==> src/rtl/lru_pkg.sv <==
// Shared types and helpers for the LRU way allocation controller.
// Optional lock support is enabled with the LRU_WAY_LOCK_EN macro.
package lru_pkg;

    localparam int LRU_NUM_WAYS = 4;
    localparam int SEARCH_W     = 64;

    typedef enum logic [1:0] {
        IDLE,
        FILL,
        TOUCH
    } ctrl_state_t;

    // Index of the lowest zero bit; SEARCH_W when every bit is set.
    function automatic int find_first_zero(input logic [SEARCH_W-1:0] vec);
        find_first_zero = SEARCH_W;
        for (int i = SEARCH_W - 1; i >= 0; i--) begin
            if (!vec[i]) find_first_zero = i;
        end
    endfunction

endpackage

==> src/rtl/lru_victim_select.sv <==
// Combinational miss-victim choice: lowest invalid way, else the LRU way.
// With LRU_WAY_LOCK_EN, locked valid ways are skipped; all-locked reports no_victim.
module lru_victim_select
    import lru_pkg::*;
#(
    parameter int  NUM_WAYS  = LRU_NUM_WAYS,
    localparam int PTR_WIDTH = $clog2(NUM_WAYS)
) (
`ifdef LRU_WAY_LOCK_EN
    input  logic [NUM_WAYS-1:0]  lock_mask,
`endif
    input  logic [NUM_WAYS-1:0]  way_valid,
    input  logic [PTR_WIDTH-1:0] lru_way,
    output logic [PTR_WIDTH-1:0] victim,
    output logic                 no_victim
);

    logic [SEARCH_W-1:0] valid_pad;
    int                  inv_idx;
`ifdef LRU_WAY_LOCK_EN
    logic [SEARCH_W-1:0] lock_pad;
    int                  unlocked_idx;
`endif

    always_comb begin
        // Ways beyond NUM_WAYS read as valid/locked so the search never picks them.
        valid_pad                 = '1;
        valid_pad[NUM_WAYS-1:0]   = way_valid;
        inv_idx                   = find_first_zero(valid_pad);
        victim                    = lru_way;
        no_victim                 = 1'b0;
`ifdef LRU_WAY_LOCK_EN
        lock_pad                  = '1;
        lock_pad[NUM_WAYS-1:0]    = lock_mask;
        unlocked_idx              = find_first_zero(lock_pad);
`endif
        if (!(&way_valid)) begin
            victim = PTR_WIDTH'(inv_idx);
        end
`ifdef LRU_WAY_LOCK_EN
        else if (lock_mask[lru_way]) begin
            if (&lock_mask) begin
                victim    = '0;
                no_victim = 1'b1;
            end else begin
                victim = PTR_WIDTH'(unlocked_idx);
            end
        end
`endif
    end

endmodule

==> src/rtl/lru_way_alloc_ctrl.sv <==
// Request sequencer for a cache set: hit/miss handling, fill handshake and one LRU touch per request.
// Define LRU_WAY_LOCK_EN to add lock_mask/resp_err and lock-aware victim selection.
module lru_way_alloc_ctrl
    import lru_pkg::*;
#(
    parameter int  NUM_WAYS  = LRU_NUM_WAYS,
    localparam int PTR_WIDTH = $clog2(NUM_WAYS)
) (
    input  logic                 clk,
    input  logic                 reset,
    input  logic                 req_valid,
    output logic                 req_ready,
    input  logic                 req_hit,
    input  logic [PTR_WIDTH-1:0] req_hit_way,
    input  logic                 invalidate_all,
    output logic                 fill_req_valid,
    output logic [PTR_WIDTH-1:0] fill_req_way,
    input  logic                 fill_done,
    output logic                 lru_access_valid,
    output logic [PTR_WIDTH-1:0] lru_access_way,
    input  logic [PTR_WIDTH-1:0] lru_way,
    output logic                 resp_valid,
    output logic [PTR_WIDTH-1:0] resp_way,
    output logic                 resp_is_fill,
`ifdef LRU_WAY_LOCK_EN
    input  logic [NUM_WAYS-1:0]  lock_mask,
    output logic                 resp_err,
`endif
    output logic [NUM_WAYS-1:0]  way_valid
);

    ctrl_state_t          state, state_n;
    logic [PTR_WIDTH-1:0] target, target_n;
    logic                 from_fill, from_fill_n;
    logic                 err_q, err_n;
    logic [NUM_WAYS-1:0]  way_valid_n;
    logic [PTR_WIDTH-1:0] victim;
    logic                 no_victim;
    logic                 accept;

    lru_victim_select #(.NUM_WAYS(NUM_WAYS)) u_victim (
`ifdef LRU_WAY_LOCK_EN
        .lock_mask (lock_mask),
`endif
        .way_valid (way_valid),
        .lru_way   (lru_way),
        .victim    (victim),
        .no_victim (no_victim)
    );

    assign req_ready = (state == IDLE) && !invalidate_all && !reset;
    assign accept    = req_valid && req_ready;

`ifdef LRU_WAY_LOCK_EN
    assign resp_err = err_q;
`endif

    always_comb begin
        state_n     = state;
        target_n    = target;
        from_fill_n = from_fill;
        err_n       = 1'b0;
        way_valid_n = way_valid;
        case (state)
            IDLE: begin
                if (invalidate_all) begin
                    way_valid_n = '0;
                end else if (accept) begin
                    from_fill_n = 1'b0;
                    // A hit on an invalid way is really a miss.
                    if (req_hit && way_valid[req_hit_way]) begin
                        target_n = req_hit_way;
                        state_n  = TOUCH;
                    end else if (no_victim) begin
                        target_n = '0;
                        err_n    = 1'b1;
                        state_n  = TOUCH;
                    end else begin
                        target_n    = victim;
                        from_fill_n = 1'b1;
                        state_n     = FILL;
                    end
                end
            end
            FILL: begin
                if (fill_done) begin
                    way_valid_n[target] = 1'b1;
                    state_n             = TOUCH;
                end
            end
            TOUCH:   state_n = IDLE;
            default: state_n = IDLE;
        endcase
    end

    // All handshake outputs are registered from the next-state decode.
    always_ff @(posedge clk) begin
        if (reset) begin
            state            <= IDLE;
            target           <= '0;
            from_fill        <= 1'b0;
            err_q            <= 1'b0;
            way_valid        <= '0;
            fill_req_valid   <= 1'b0;
            fill_req_way     <= '0;
            lru_access_valid <= 1'b0;
            lru_access_way   <= '0;
            resp_valid       <= 1'b0;
            resp_way         <= '0;
            resp_is_fill     <= 1'b0;
        end else begin
            state            <= state_n;
            target           <= target_n;
            from_fill        <= from_fill_n;
            err_q            <= err_n;
            way_valid        <= way_valid_n;
            fill_req_valid   <= (state_n == FILL);
            fill_req_way     <= target_n;
            lru_access_valid <= (state_n == TOUCH) && !err_n;
            lru_access_way   <= target_n;
            resp_valid       <= (state_n == TOUCH);
            resp_way         <= target_n;
            resp_is_fill     <= (state_n == TOUCH) && from_fill_n;
        end
    end

endmodule

==> config.mk <==
export PLATFORM = sky130hd
export DESIGN_NAME = lru_way_alloc_ctrl
export DESIGN_NICKNAME = d
export VERILOG_FILES = /design/src/rtl/lru_pkg.sv /design/src/rtl/lru_victim_select.sv /design/src/rtl/lru_way_alloc_ctrl.sv
export SDC_FILE = /design/constraint.sdc
export NUM_CORES = 1
export LEC_CHECK = 0
export CORE_AREA = 2 2 39 41
export CTS_CLUSTER_DIAMETER = 200
export CTS_CLUSTER_SIZE = 14
export DETAILED_ROUTE_END_ITERATION = 8
export DIE_AREA = 0 0 41 43
export DONT_BUFFER_PORTS = 1
export SYNTH_ARGS = -nofsm -noshare
export SYNTH_HDL_FRONTEND = slang
export SYNTH_HIERARCHICAL = 1
export SYNTH_SLANG_ARGS = --single-unit
==> constraint.sdc <==
create_clock -name clk -period 1.99 [get_ports clk]
set_input_delay 0.398 -clock clk [delete_from_list [all_inputs] [get_ports clk]]
set_output_delay 0.398 -clock clk [all_outputs]
set_load 0.01 [all_outputs]
==> metrics <==
crit-path max FO=8; Die Y=43 um; RD Place Congestion=0.796; register area share after synthesis=40.5%; RSZ-0062 raised after global routing=no; Final Critical Period=around 1.6 ns; FF+latch count, synth=13; Crit. End Element=primary output; Pleak=0.215 nW; HP Class=in2reg; vias in the first global route=480; outcome=finished clean; fraction of registers with async set/reset=0%; startpoint types=flip-flop; Post-CTS Hold Fix Bufs=0; ys flop type=dfxtp_1; Starting Density=46.4%; Final Setup Violations=0; total power per unit cell area=729 nW/um2; Synth Area in Adders=0%; Syn Nets=82; count of different cell masters after synthesis=25; Setup WS post-layout=0.381 ns; Crit path arrival time=1.21 ns; warnings from Yosys=6; Max Slew Vio Count=0; final core utilization=between 40% and 50%; pin count of the biggest net entering global routing=12; Post-DP Area=roughly 620 um2; Syn Area/Cell=8.91 um2; Cells after Synth=72; Max-cap violations=0; Die W=~40 um; Simple-Gate Fraction of Synth Area=19.5%; ant diodes=0; DRC violations left=0; Root Buffer=clkbuf_4; Ports=25; Overall Global Routing Usage=18.3%; cell area after layout=643 um2; Die Area=approximately 1800 um2; class of the most critical setup path=reg2out; # port buffers=0; worst vdd ir=around 0.43 mV; DR vias/cell=around 5.6; worst path required time=1.59 ns; row count=14; Post CTS Setup Buffer Count=0; Hold WS=roughly 0.17 ns; Routed WL=about 1.2 mm; # resized after CTS=0; clock latency on the worst-skew pair=0.28 ns; Hold Vio Cnt, Final=0; CTS HTree Levels=1; post-synthesis xor/xnor area fraction=0%; post-place setup slack=0.469 ns; Worst-path clk slew=0.08 ns; gr ovfl total=0; Setup TNS=0 ns; drt pass-1 iters=4; multiplexer share of the synthesized area=4.68%; CTS tree=yes; Peak Freq=0.621 GHz; number of enable flip-flop cells after synthesis=0; Setup Skew=0.00896 ns; combinational family with the most area after synthesis=compound AO/OA/AOI/OAI gates; Max Root-Sink Buffers=2; Syn Std Cell Area=between 600 and 700 um2; hpwl dp=942 um; nets=81; Routed wire per std cell=roughly 14 um; via count=between 400 and 500; layout cell share with drive strength beyond 1=between 15 and 20%; clk sink count=13; 1st-iter DRT viols=6; area of the core=1380 um2; antenna viol nets, final=0; first-pass GRT wire length=around 2.1 mm; area grow syn2layout=0.195%; fin crit share=80.9%; initial antenna violation count=0; post-synthesis compound-gate area fraction=23.4%; number of buffers created by CTS=3
[critical path, cell delays in order (launching register included)]
cell and delay [ns]:
dfxtp_1 0.41, nor4_4 0.33, buf_4 0.19
[flip-flops by register name, summed over array words and instances, names as in the netlist]
signal	cells
lru_access_valid	1
from_fill	1
resp_valid	1
resp_is_fill	1
state	2
target	2
way_valid	4
fill_req_valid	1
[report_power, final]
group / total, W / switching, W / internal [W]
Combinational: 0.0000334 / 0.0000172 / 0.0000162
Clock: 0.000159 / 0.0000843 / 0.0000745
Sequential: 0.000277 / 0.0000109 / 0.000266
Total: 0.000469 / 0.000112 / 0.000356
[path summary, 6_finish.rpt]
| path | startpoint | to | slack, ns | depth (start not counted) |
|---|---|---|---|---|
| worst max-delay path | state[1] | req_ready | 0.38 | 2 |
| worst min-delay path | reset | fill_req_valid | 0.17 | 1 |
| worst max register to register | state[1] | state[1] | 0.49 | 5 |
| worst min register to register | from_fill | resp_is_fill | 0.48 | 2 |
[synth_stat cells, drive strengths merged (2+ instances only)]
cell type,count,area share (%)
nand2b,2,1.9
a211oi,3,5.8
inv,5,2.9
dfxtp,13,41
nor2,6,3.5
o21ai,2,1.6
nand2,6,3.9
buf,7,8.4
nor3,2,1.6
a31oi,3,2.9
mux2i,3,4.7
a21oi,9,7.0
o22ai,2,1.9
[final cells by class]
type                    instances  area [um2]
clock buffers                   3        22.5
clock inverters                 1        5.00
fillers                       151         741
inverters                       5        18.8
multi-input cells              47         309
flip-flops and latches         13         260
well taps                      16        20.0
repair buffers                  1        7.51
[cell usage in the layout, fill, tap and decap left out, drive strengths merged]
cell type / netlist / layout
nor4: 1 / 1
or4: 1 / 1
nand2b: 2 / 2
o21ai: 2 / 2
dfxtp: 13 / 13
buf: 7 / 1
nand3b: 1 / 1
o211ai: 1 / 1
nand2: 6 / 6
clkbuf: 0 / 3
conb: 1 / 1
nor3: 2 / 2
a211oi: 3 / 3
a31oi: 3 / 3
o221a: 1 / 1
a21o: 1 / 1
mux2i: 3 / 3
and2: 1 / 1
a21oi: 9 / 9
or3: 1 / 1
o22ai: 2 / 2
inv: 5 / 5
nor2: 6 / 6
clkinv: 0 / 1
[layer usage]
metal	share of wire, %	routed length, um	global-route usage, %
met1	39	473	20.5
met2	49	591	26.9
met3	7.9	95	9.95
met5	0	0	0
met4	3.2	38	9.33
[kinds of logic after synthesis]
logic type,count (synthesis)
other,1
muxes,3
buffers and inverters,12
DFF,13
and+or+nand+nor,21
AOI/OAI and AO/OA,22
[through the flow]
stage / power (W) / std cells
CTS: 0.000472 / 86
detailed placement: 0.000315 / 82
finish: 0.000469 / 86
floorplan: 0.000316 / 72
global route: 0.000499 / 86
global placement: 0.000315 / 82
Note: power is estimated with default switching activity, not from simulation.
